--- config.mk ---
export PLATFORM = sky130hd
export DESIGN_NAME = add64_seq
export DESIGN_NICKNAME = d
export VERILOG_FILES = /design/src/rtl/add64_seq.sv
export SDC_FILE = /design/constraint.sdc
export NUM_CORES = 1
export LEC_CHECK = 0
export BUFFER_PORTS_ARGS = -buffer_cell sky130_fd_sc_hd__buf_2
export CORE_UTILIZATION = 28
export DETAILED_ROUTE_END_ITERATION = 6
export PLACE_DENSITY = 0.58
export SETUP_SLACK_MARGIN = 0.4
export SYNTH_ARGS = -nofsm -noshare
export SYNTH_HDL_FRONTEND = slang
export SYNTH_SLANG_ARGS = --single-unit
--- constraint.sdc ---
create_clock -name clk -period 4.15 [get_ports clk]
set_clock_uncertainty 0.1 [all_clocks]
set_input_delay 0.2075 -clock clk [delete_from_list [all_inputs] [get_ports clk]]
set_output_delay 0.2075 -clock clk [all_outputs]
set_load 0.02 [all_outputs]
--- src/rtl/add64_seq.sv ---
// Multi-cycle W-bit adder that reuses one 16-bit CLA slice per cycle.
// Optional subtract mode (sub port) is enabled by defining ADD64_SEQ_SUB_EN.

module add16_cla (
    input  logic [15:0] a,
    input  logic [15:0] b,
    input  logic        ci,
    output logic [15:0] s,
    output logic        co
);
    logic [15:0] p, g, c;
    logic [3:0]  gp, gg;
    logic [4:0]  gc;

    always_comb begin
        p     = a ^ b;
        g     = a & b;
        gp    = '0;
        gg    = '0;
        gc    = '0;
        c     = '0;
        gc[0] = ci;
        // Group-level lookahead across four 4-bit groups, then in-group carries.
        for (int unsigned j = 0; j < 4; j++) begin
            gp[j]   = &p[4*j +: 4];
            gg[j]   = g[4*j+3]
                    | (p[4*j+3] & g[4*j+2])
                    | (p[4*j+3] & p[4*j+2] & g[4*j+1])
                    | (p[4*j+3] & p[4*j+2] & p[4*j+1] & g[4*j]);
            gc[j+1] = gg[j] | (gp[j] & gc[j]);
        end
        for (int unsigned j = 0; j < 4; j++) begin
            c[4*j] = gc[j];
            for (int unsigned k = 1; k < 4; k++) begin
                c[4*j+k] = g[4*j+k-1] | (p[4*j+k-1] & c[4*j+k-1]);
            end
        end
        s  = p ^ c;
        co = gc[4];
    end
endmodule

module add64_seq #(
    parameter int unsigned NSLICE = 4
) (
    input  logic                 clk,
    input  logic                 reset,
    input  logic                 start,
    input  logic [16*NSLICE-1:0] a64,
    input  logic [16*NSLICE-1:0] b64,
    input  logic                 cin,
`ifdef ADD64_SEQ_SUB_EN
    input  logic                 sub,
`endif
    output logic                 busy,
    output logic                 done,
    output logic [16*NSLICE-1:0] sum64,
    output logic                 cout
);
    localparam int unsigned W  = 16 * NSLICE;
    localparam int unsigned KW = (NSLICE > 1) ? $clog2(NSLICE) : 1;

    typedef enum logic [1:0] {IDLE, RUN, DONE} state_t;

    state_t          state_q, state_d;
    logic [KW-1:0]   k_q, k_d;
    logic [W-1:0]    a_q, a_d, b_q, b_d, acc_q, acc_d, sum_q, sum_d;
    logic            carry_q, carry_d, cout_q, cout_d, done_q, done_d;
    logic [15:0]     a_sl, b_sl, s_sl;
    logic            co_sl;
    logic [W-1:0]    b_cap;
    logic            c_cap;

    add16_cla u_cla (
        .a  (a_sl),
        .b  (b_sl),
        .ci (carry_q),
        .s  (s_sl),
        .co (co_sl)
    );

    always_comb begin
        a_sl = '0;
        b_sl = '0;
        for (int unsigned i = 0; i < NSLICE; i++) begin
            if (k_q == KW'(i)) begin
                a_sl = a_q[16*i +: 16];
                b_sl = b_q[16*i +: 16];
            end
        end
    end

`ifdef ADD64_SEQ_SUB_EN
    assign b_cap = sub ? ~b64 : b64;
    assign c_cap = sub ? 1'b1 : cin;
`else
    assign b_cap = b64;
    assign c_cap = cin;
`endif

    always_comb begin
        state_d = state_q;
        k_d     = k_q;
        a_d     = a_q;
        b_d     = b_q;
        acc_d   = acc_q;
        carry_d = carry_q;
        sum_d   = sum_q;
        cout_d  = cout_q;
        done_d  = 1'b0;
        unique case (state_q)
            IDLE: begin
                if (start) begin
                    a_d     = a64;
                    b_d     = b_cap;
                    carry_d = c_cap;
                    k_d     = '0;
                    state_d = RUN;
                end
            end
            RUN: begin
                for (int unsigned i = 0; i < NSLICE; i++) begin
                    if (k_q == KW'(i)) acc_d[16*i +: 16] = s_sl;
                end
                carry_d = co_sl;
                if (k_q == KW'(NSLICE - 1)) begin
                    k_d     = '0;
                    state_d = DONE;
                end else begin
                    k_d = k_q + KW'(1);
                end
            end
            DONE: begin
                // Result registers change only here, so partial sums never reach sum64.
                sum_d   = acc_q;
                cout_d  = carry_q;
                done_d  = 1'b1;
                state_d = IDLE;
            end
            default: state_d = IDLE;
        endcase
    end

    always_ff @(posedge clk) begin
        if (reset) begin
            state_q <= IDLE;
            k_q     <= '0;
            a_q     <= '0;
            b_q     <= '0;
            acc_q   <= '0;
            carry_q <= 1'b0;
            sum_q   <= '0;
            cout_q  <= 1'b0;
            done_q  <= 1'b0;
        end else begin
            state_q <= state_d;
            k_q     <= k_d;
            a_q     <= a_d;
            b_q     <= b_d;
            acc_q   <= acc_d;
            carry_q <= carry_d;
            sum_q   <= sum_d;
            cout_q  <= cout_d;
            done_q  <= done_d;
        end
    end

    assign busy  = (state_q != IDLE);
    assign done  = done_q;
    assign sum64 = sum_q;
    assign cout  = cout_q;
endmodule

* After elaboration in Yosys (flattened, before gate mapping)
Index checks and enable logic that the tools add are counted.
Widths: inputs -> output; s select.
** Operators by class
- Add/sub/neg operators :: 1
- Equal/unequal tests :: 7
- Multiplexer cells :: 17
- Bitwise logic cells :: 67
- Reduce and logical (&&, ||, !) cells :: 15
** Operators with widths (number)
- $mux 16 :: 8
- $and 1x1->1 :: 36
- $xor 16x16->16 :: 2
- $or 1x1->1 :: 28
- $and 16x16->16 :: 1
- $reduce_and 4->1 :: 4
- $reduce_and 2->1 :: 7
- $mux 2 :: 4
- $pmux 2 s2 :: 2
- $eq 2x2->1 const B :: 3
- $eq 2x1->1 const B :: 2
- $logic_not 2->1 :: 2
- $ne 2x2->1 const B :: 2
- $reduce_bool 2->1 :: 2
- $add 2x1->2 const B :: 1
- $mux 1 :: 2
- $pmux 1 s2 :: 1
** Storage, ports and cells
- Bits in registers :: 263
- Input bits :: 132
- Output and inout bits :: 67
- Logic and storage cells :: 119

* Depth between registers and ports, before layout
Gate-level depths: netlist of run 1.
- Word-level depth :: 22
- Mapped depth :: 19
- Gate-level depth less buffers :: 17

* Hierarchy
From an unflattened synthesis of run 1, not the netlist that was laid out.
** Unflattened totals
- Cells, all modules :: 1379
- Area, all modules :: 10920.5 um^2
** By module, submodules not included
- add64_seq :: instances 1, cells an instance 1306, area each 10229.8 um^2, seq. area each 5265.0 um^2
- add16_cla :: instances 1, cells an instance 73, area each 690.7 um^2, seq. area each 0.0 um^2

* Worst setup path after synthesis of run 1
No wires, ideal clock.
- Path kind :: register to register
- Start point :: register k_q[1]
- End point :: register acc_q[15]
- Setup time :: 70 ps
- Arrival time :: 4047 ps
- Data required time :: 3980 ps
- Path slack :: -67 ps
- Stages on the path, launching flop included :: 19
- Buffers on the path :: 2
- Clock period less this slack :: 4217 ps
- Cell sequence :: dfxtp_1 inv_1 ha_1 clkbuf_1 clkbuf_1 a221oi_1 nor3_1 a21o_1 ha_1 nand2_1 o211ai_1 nand3_1 nor3b_1 fa_1 fa_1 fa_1 xnor2_1 nand2_1 a21oi_1
** Between the ends
- Word-level cells in the longest chain between the ends :: 22
- Elaborated cells between the ends (all ways) :: 55
- Classes of those cells :: eq/ne (3); mux (8); bitwise (39); reduce/logical (5)
** RTL lines
- start: declaration :: line 66 : logic [KW-1:0] k_q, k_d;
- start signal: assignment :: line 157 : k_q <= k_d;
- $logic_not 2->1 :: line 86, 123
- $mux 16 (4 in series) :: line 86 : if (k_q == KW'(i)) begin
- $xor 16x16->16 or $and 16x16->16 (tied branches) :: line 16, 17
- $and 1x1->1, on equally long branches :: line 27, 28, 29
- $or 1x1->1, or another cell as far along :: line 27 : | (p[4*j+3] & g[4*j+2])
- $or 1x1->1 or $and 1x1->1 (tied branches) :: line 28, 29
- $or 1x1->1 :: line 29 : | (p[4*j+3] & p[4*j+2] & p[4*j+1] & g[4*j]);
- $or 1x1->1 :: line 30 : gc[j+1] = gg[j] | (gp[j] & gc[j]);
- [3 not listed]
- $or 1x1->1 :: line 30
- $and 1x1->1 :: line 35 : c[4*j+k] = g[4*j+k-1] | (p[4*j+k-1] & c[4*j+k-1]);
- $or 1x1->1 :: line 35
- $and 1x1->1 :: line 35
- $or 1x1->1 :: line 35
- $and 1x1->1 :: line 35
- $or 1x1->1 :: line 35
- $xor 16x16->16 :: line 38 : s = p ^ c;
- end signal: assignment :: line 150 : acc_q <= '0;
- end signal: assignment :: line 160 : acc_q <= acc_d;
- end: declaration :: line 67 : logic [W-1:0] a_q, a_d, b_q, b_d, acc_q, acc_d, sum_q, sum_d;
Several ways; a longest one is shown, not always the timed one.
A chain may end at the register's enable or synchronous reset.

* Final worst setup path of run 1
Same ends and word-level chain as after synthesis.

==> results of run 1 <==
## worst max-delay path, stage by stage, from the launching register on
cell	delay, ns
dfxtp_4	0.37
inv_4	0.05
ha_4	0.21
buf_6	0.14
a221oi_4	0.28
nor3_2	0.07
buf_4	0.14
a21o_1	0.18
ha_4	0.28
nand2_2	0.05
o211ai_1	0.26
nand3_1	0.18
nor3b_4	0.19
fa_2	0.35
fa_2	0.35
fa_2	0.39
xnor2_4	0.22
nand2_1	0.09
a21oi_2	0.13
## timing repair
action / 4_1_cts / 5_1_grt
gates resized for setup: 43 / 27
endpoints found under the setup margin: 36 / 34
hold endpoints to repair: 129 / 0
pin swaps: 21 / 9
gates cloned: 1 / 1
hold buffers: 129 / 0
buffers inserted: 21 / 1
## worst paths after layout
path,from,to,slack [ns]
max,k_q[1],acc_q[15],0.06
min,cin,carry_q,0.02
max reg2reg,k_q[1],acc_q[15],0.06
min reg2reg,sum64[40],sum64[40],0.35
## state kept, by name, indices dropped and copies added, names as in the netlist
| register | count |
|---|---|
| b_q | 64 |
| acc_q | 64 |
| a_q | 64 |
| sum64 | 64 |
| k_q | 2 |
| carry_q | 1 |
| done | 1 |
| state_q | 2 |
| cout | 1 |
## logic make-up (layout without fill, tap and decap cells)
family,after synthesis,in the layout
mux,1,1
fa+ha+maj,32,32
xor+xnor,4,4
buf+inv,122,454
simple gates,598,598
flops,263,263
compound gates,375,375
## routing by layer
layer / vias to the layer above / wire length [um] / share of wire
li1: 5284 / - / -
met1: 4882 / 15800 / 0.43
met2: 280 / 18300 / 0.50
met3: 50 / 1590 / 0.044
met4: 0 / 861 / 0.024
met5: - / 0 / 0
## through the flow
stage / cells / utilization / power (mW) / hold WS (ns)
floorplan: 1395 / - / 3.12 / 0.243
global placement: 2040 / 0.323 / 3.38 / 0.337
detailed placement: 2040 / 0.323 / 3.40 / 0.344
CTS: 2243 / 0.390 / 6.03 / 0.000338
global route: 2245 / 0.394 / 6.27 / 0.0195
finish: 2245 / 0.394 / 6.01 / 0.0161
## Yosys cell counts, types with 4 or more instances
cell type	n
nand3b_1	14
a211oi_1	45
dfxtp_1	263
buf_8	5
a221oi_1	19
nand2_1	462
buf_1	5
nor2b_1	36
clkbuf_1	53
xnor2_1	4
buf_2	42
ha_1	20
fa_1	12
nor2_1	51
a21o_1	18
o21ai_0	18
a21oi_1	267
inv_1	11
buf_4	4
nor3_1	20
## area by class of cell
cell class | count | area (um^2) | share of cell area
multi-input cells | 1010 | 5500 | 0.360
clock buffers | 41 | 801 | 0.0524
clock inverters | 11 | 113 | 0.00737
repair buffers | 391 | 2890 | 0.189
flip-flops and latches | 263 | 5270 | 0.345
inverters | 11 | 43.8 | 0.00287
well taps | 518 | 648 | 0.0424
## power by group through the flow
stage | Clock [mW] | Combinational (mW) | Sequential (mW)
floorplan | 0 | 0.410 | 2.71
global placement | 0 | 0.641 | 2.74
detailed placement | 0 | 0.651 | 2.74
CTS | 2.54 | 0.799 | 2.69
global route | 2.66 | 0.906 | 2.70
finish | 2.49 | 0.834 | 2.69
==> summary.md, run 1 <==
| Metric | Value |
|---|---|
| Run status | `finished, violations left` |
| Failing checks | `DRC` |
| GRT met1 Usage | `0.227` |
| Compound-cell area share of the yosys netlist | `0.193` |
| CTS sink count | `263` |
| Mapped cell area | `0.0110 mm^2` |
| Antenna-violating nets left | `0` |
| Final setup TNS | `0 ns` |
| Most common cell after layout, fill and taps aside | `nand2_1` |
| Initial cell density of the core | `0.284` |
| Multiplexer share of the synthesized area | `0.000910` |
| Via count | `10500` |
| Sw Ratio | `0.265` |
| Reg2reg path depth | `18` |
| WL final | `36600 um` |
| Critical Path Fanout Max | `6` |
| IO Count | `199` |
| Clk buf depth | `3` |
| MaxCap Viol Count | `0` |
| Sequential element share of the synthesized area | `0.479` |
| Post-synth EDFFs | `0` |
| Final HPWL DP | `25000 um` |
| Main combinational cell family by area after synthesis | `simple AND/OR/NAND/NOR gates` |
| Share of flip-flops with an asynchronous set or reset | `0` |
| Vias in the first global route | `10300` |
| Detailed-route vias per instance | `4.68` |
| Fmax | `244 MHz` |
| Crit start category | `flip-flop` |
| Core Area | `0.0387 mm^2` |
| Crit path DAT | `4.48 ns` |
| Cell Int Power | `4.42 mW` |
| Syn Area/Cell | `7.89 um^2` |
| Gpl congestion | `0.837` |
| Period Utilization, post-route | `0.986` |
| Comb power frac | `0.139` |
| Cell area after layout | `0.0153 mm^2` |
| Ant diodes | `0` |
| Busiest grt layer | `met2` |
| Clk slew on worst S/H paths | `0.07 ns` |
| Crit path kind | `reg -> reg` |
| DR pass1 iterations | `7` |
| Slew margin rel. | `0.321` |
| Synth unique cells | `38` |
| Largest net degree at the start of global routing | `141` |
| Simple-gate area share of the yosys netlist | `0.224` |
| Synth area leader | `dfxtp_1` |
| Final slew viol count | `0` |
| Cells after synthesis | `1395` |
| Tightest Pin Transition | `1.02 ns` |
| Hold Crit Depth | `5` |
| Met2 GRT Util | `0.318` |
| Std-Cell Rows | `72` |
| Leakage | `6.06 nW` |
| Die H | `200 um` |
| Syn-to-layout area delta | `38.8%` |
| RSZ-0062 raised after global routing | `yes` |
| Fraction of met3 tracks used by global routing | `0.0251` |
| CTS tree | `done` |
| Total die area | `0.0401 mm^2` |
| GRT Util Overall | `0.180` |
| Syn nets | `1559` |
| Req. time, crit path | `4.54 ns` |
| Post-Synth Adder-Cell Area | `0.0446` |
| DP Area | `0.0125 mm^2` |
| Setup WS post-layout | `0.0579 ns` |
| DRC Markers | `2` |
| Synthesis Warnings | `0` |
| Minimum clock period | `4.09 ns` |
| Clock Latency Late Sink | `0.57 ns` |
| Crit end category | `flip-flop` |
| First-pass GRT wire length | `56800 um` |
| H-Tree Depth | `1` |
| Die width | `200 um` |
| Layout cell share with drive strength beyond 1 | `0.215` |
| Most frequent cells in the layout | `459 x nand2_1, 261 x dfxtp_1, 258 x a21oi_1` |
| IO buf count | `198` |
| CTS Root Cell | `clkbuf_16` |
| Final setup violation count | `0` |
| Synth area leaders | `dfxtp_1 48%, nand2_1 16%, a21oi_1 12%, a211oi_1 3.1%, ha_1 2.3%` |
| # fillers | `3991` |
| Initial drt markers | `663` |
| Clk pwr share | `0.414` |
| Synth top area share | `0.479` |
| Pwr Density | `394 mW/mm^2` |
| Nets | `1870` |
| WL/cell | `16.3 um` |
| Gr ovfl total | `0` |
| Hold crit path type | `in -> reg` |
| Initial antenna violation count | `0` |
| Xor and xnor area share after synthesis | `0.00318` |
| Seq cells post-synth | `263` |
| Maximum VDD drop | `0.208 mV` |
| Endpoints failing hold | `0` |
| Num CTS Buffers | `29` |
| Total net switching power | `1.59 mW` |
| Ys flop type | `dfxtp_1` |
| Reg power frac | `0.447` |
| DP Worst Slack | `-0.149 ns` |
Power figures use the tool's default switching activity.
==> run 2, diff against run 1 <==
--- a/config.mk
+++ b/config.mk
@@ -5,10 +5,11 @@
 export SDC_FILE = /design/constraint.sdc
 export NUM_CORES = 1
 export LEC_CHECK = 0
+export ABC_AREA = 1
 export BUFFER_PORTS_ARGS = -buffer_cell sky130_fd_sc_hd__buf_2
 export CORE_UTILIZATION = 28
 export DETAILED_ROUTE_END_ITERATION = 6
-export PLACE_DENSITY = 0.58
+export PLACE_DENSITY = 0.59
 export SETUP_SLACK_MARGIN = 0.4
 export SYNTH_ARGS = -nofsm -noshare
 export SYNTH_HDL_FRONTEND = slang
==> run 2 against run 1 <==
Net effect:
- the flow now finishes without violations
- sequential power up 2%
- final cell count down 0.22%
- count of clock-buffer cells in the layout unchanged
- core utilization up 0.60 points
- fmax up 1.1%
- area after synthesis down 2.3%
- sequential cell count unchanged
- final area down 1.3%
- hold slack better by 0.0017 ns
- critical endpoint is now acc_q[63]
- highest routed layer unchanged
==> summary.md, run 2 <==
| Metric | Value |
|---|---|
| Run status | `finished clean` |
| Largest net degree at the start of global routing | `157` |
| Clock Latency Late Sink | `0.54 ns` |
| Hold crit path type | `in -> reg` |
| Critical Path Fanout Max | `7` |
| Slowest stage delay, CP | `0.38 ns` |
| Syn nets | `1560` |
| CTS sink count | `263` |
| Synth area leaders | `dfxtp_1 49%, nor2_1 15%, o21ai_0 12%, a21oi_1 4.7%, a22oi_1 2.7%` |
| MaxCap Viol Count | `0` |
| Die width | `198 um` |
| Synthesis Warnings | `0` |
| Top sig layer | `met4` |
| Via count | `10400` |
| IO Count | `199` |
| Main combinational cell family by area after synthesis | `compound AO/OA/AOI/OAI gates` |
| Reg2reg path depth | `24` |
| # fillers | `3887` |
| Placed Cells | `2038` |
| WL final | `35600 um` |
| Top post-synthesis cells by count | `417 x nor2_1, 263 x dfxtp_1, 250 x o21ai_0, 100 x a21oi_1, 66 x inv_1` |
| Most frequent cells in the layout | `410 x nor2_1, 261 x dfxtp_1, 240 x o21ai_0` |
| Nets | `1876` |
| GRT Util Overall | `0.176` |
| CP max stage cell | `fa_2` |
| Leakage | `6.47 nW` |
| Post-synth EDFFs | `0` |
| Crit start category | `flip-flop` |
| Multiplexer share of the synthesized area | `0` |
| Compound-cell area share of the yosys netlist | `0.206` |
| Tightest Pin Transition | `1.17 ns` |
| Endpoints failing hold | `0` |
| Pwr Density | `434 mW/mm^2` |
| First-pass GRT wire length | `54000 um` |
| Synth area leader | `dfxtp_1` |
| M1 WL | `16200 um` |
| Total die area | `0.0392 mm^2` |
| Cell Int Power | `4.70 mW` |
| Final slew viol count | `0` |
| Synth top area share | `0.490` |
| IO buf count | `198` |
| Fmax | `247 MHz` |
| Die H | `198 um` |
| Final HPWL DP | `24200 um` |
| Gpl congestion | `0.838` |
| Total net switching power | `1.83 mW` |
| Antenna-violating nets left | `0` |
| Detailed-route vias per instance | `4.64` |
| Fin cells | `2240` |
| CP Cell Sequence | `inv_4 -> ha_4 -> inv_4 -> nor2_4 -> buf_6 -> buf_16 -> a22oi_1 -> nand2_1 -> o21ai_1 -> a21oi_2 -> ha_4 -> nand3_1 -> nor2_2 -> nor3_2 -> nand2_2 -> inv_2 -> fa_2 -> fa_2 -> fa_2 -> xnor2_2 -> inv_2 -> nor2_2 -> a21oi_1 -> nor2_1` |
| DR pass1 iterations | `5` |
| Gr ovfl total | `0` |
| DRC Markers | `0` |
| Most numerous cell in the Yosys netlist | `nor2_1` |
| Std-Cell Rows | `71` |
| Clk pwr share | `0.379` |
| Sequential element share of the synthesized area | `0.490` |
| Worst path bufs/invs | `6` |
| Final setup violation count | `0` |
| Syn Area/Cell | `7.70 um^2` |
| Clk slew on worst S/H paths | `0.06 ns` |
| Num CTS Buffers | `29` |
| H-Tree Depth | `1` |
| Req. time, crit path | `4.46 ns` |
| Cells after synthesis | `1396` |
| Delay-heaviest family, CP | `adder cells` |
| DP Area | `0.0122 mm^2` |
| Vias in the first global route | `9779` |
| Minimum clock period | `4.05 ns` |
| Synth unique cells | `27` |
| Xor and xnor area share after synthesis | `0.00326` |
| Post-Synth Adder-Cell Area | `0.0457` |
| Initial drt markers | `557` |
| Ys flop type | `dfxtp_1` |
| CTS Root Cell | `clkbuf_16` |
| CP Depth | `24` |
| Met2 wire length | `16900 um` |
| Layout cell share with drive strength beyond 1 | `0.237` |
| Slew margin rel. | `0.218` |
| Crit end category | `flip-flop` |
| RSZ-0062 raised after global routing | `yes` |
| Seq cells post-synth | `263` |
| Syn-to-layout area delta | `40.3%` |
| CTS tree | `done` |
| Sw Ratio | `0.281` |
| Simple-gate area share of the yosys netlist | `0.182` |
| Crit path kind | `reg -> reg` |
| WL/cell | `15.9 um` |
| Period Utilization, post-route | `0.976` |
| Hold Crit Depth | `2` |
| Reg power frac | `0.421` |
| Comb power frac | `0.200` |
| Most common cell after layout, fill and taps aside | `nor2_1` |
| Share of flip-flops with an asynchronous set or reset | `0` |
| Initial cell density of the core | `0.285` |
| Final Core Density | `0.400` |
| Clk buf depth | `3` |
| Cell area after layout | `0.0151 mm^2` |
| Initial antenna violation count | `0` |
| Core Area | `0.0377 mm^2` |
| WL met3 | `1820 um` |
| Ant diodes | `0` |
| Maximum VDD drop | `0.296 mV` |
| Mapped cell area | `0.0107 mm^2` |
| Crit path DAT | `4.36 ns` |
| CP dominant cell by count | `fa_2` |
run 2: changes by cell type after synthesis, moves of 26 or more:
| cell | before | now |
|---|---|---|
| inv_1 | 11 | 66 |
| nand2_1 | 462 | 60 |
| o21ai_0 | 18 | 250 |
| a21oi_1 | 267 | 100 |
| a22oi_1 | 2 | 38 |
| nor2b_1 | 36 | 0 |
| nor2_1 | 51 | 417 |
| o21ai_1 | 0 | 26 |
| a211oi_1 | 45 | 0 |
run 2: power groups by stage:
stage / Combinational (mW) / Clock [mW] / Sequential (mW)
floorplan: 0.587 / 0 / 2.77
CTS: 1.18 / 2.52 / 2.75
detailed placement: 0.986 / 0 / 2.80
global placement: 0.962 / 0 / 2.80
finish: 1.31 / 2.47 / 2.75
global route: 1.43 / 2.62 / 2.77
run 2: metrics by stage:
stage / hold slack (ns) / worst slack [ns] / total power, mW / setup TNS [ns]
CTS: 0.0130 / 0.199 / 6.45 / 0
detailed placement: 0.349 / -0.0254 / 3.79 / -0.0405
global placement: 0.347 / 0.0883 / 3.76 / 0
global route: 0.0301 / -0.0561 / 6.82 / -0.0561
floorplan: 0.255 / 0.404 / 3.35 / 0
finish: 0.0178 / 0.101 / 6.54 / 0
run 2: worst paths after layout:
| kind | slack (ns) | startpoint | endpoint |
|---|---|---|---|
| worst max-delay path | 0.10 | k_q[0] | acc_q[63] |
| worst min-delay path | 0.02 | reset | acc_q[59] |
| worst max register to register | 0.10 | k_q[0] | acc_q[63] |
| worst min register to register | 0.36 | acc_q[50] | acc_q[50] |
run 2: what timing repair did:
action	4_1_cts	5_1_grt
resized for setup	56	54
gates cloned	2	2
hold buffers	128	0
setup buffers	12	10
hold endpoints to repair	128	0
pin swaps	19	28
endpoints found under the setup margin	36	36
run 2: kinds of logic after synthesis:
| group | after synthesis |
|---|---|
| xor gates and xnor gates | 4 |
| adders and majority gates | 32 |
| and+or+nand+nor | 503 |
| DFF | 263 |
| buffers and inverters | 175 |
| AOI/OAI and AO/OA | 419 |
run 2: layout make-up:
| type | count | area (um^2) | share of cell area |
|---|---|---|---|
| Inverter | 72 | 288 | 0.0191 |
| Timing Repair Buffer | 387 | 2890 | 0.192 |
| Tap cell | 511 | 639 | 0.0424 |
| Sequential cell | 263 | 5270 | 0.350 |
| Clock buffer | 41 | 841 | 0.0558 |
| Timing Repair inverter | 1 | 7.51 | 0.000498 |
| Clock inverter | 7 | 70.1 | 0.00465 |
| Multi-Input combinational cell | 958 | 5060 | 0.336 |
run 2: per-layer routing:
layer / vias up / GRT usage
met5: - / 0
met3: 47 / 0.0250
met1: 4839 / 0.239
li1: 5205 / -
met2: 305 / 0.295
met4: 0 / 0.0408
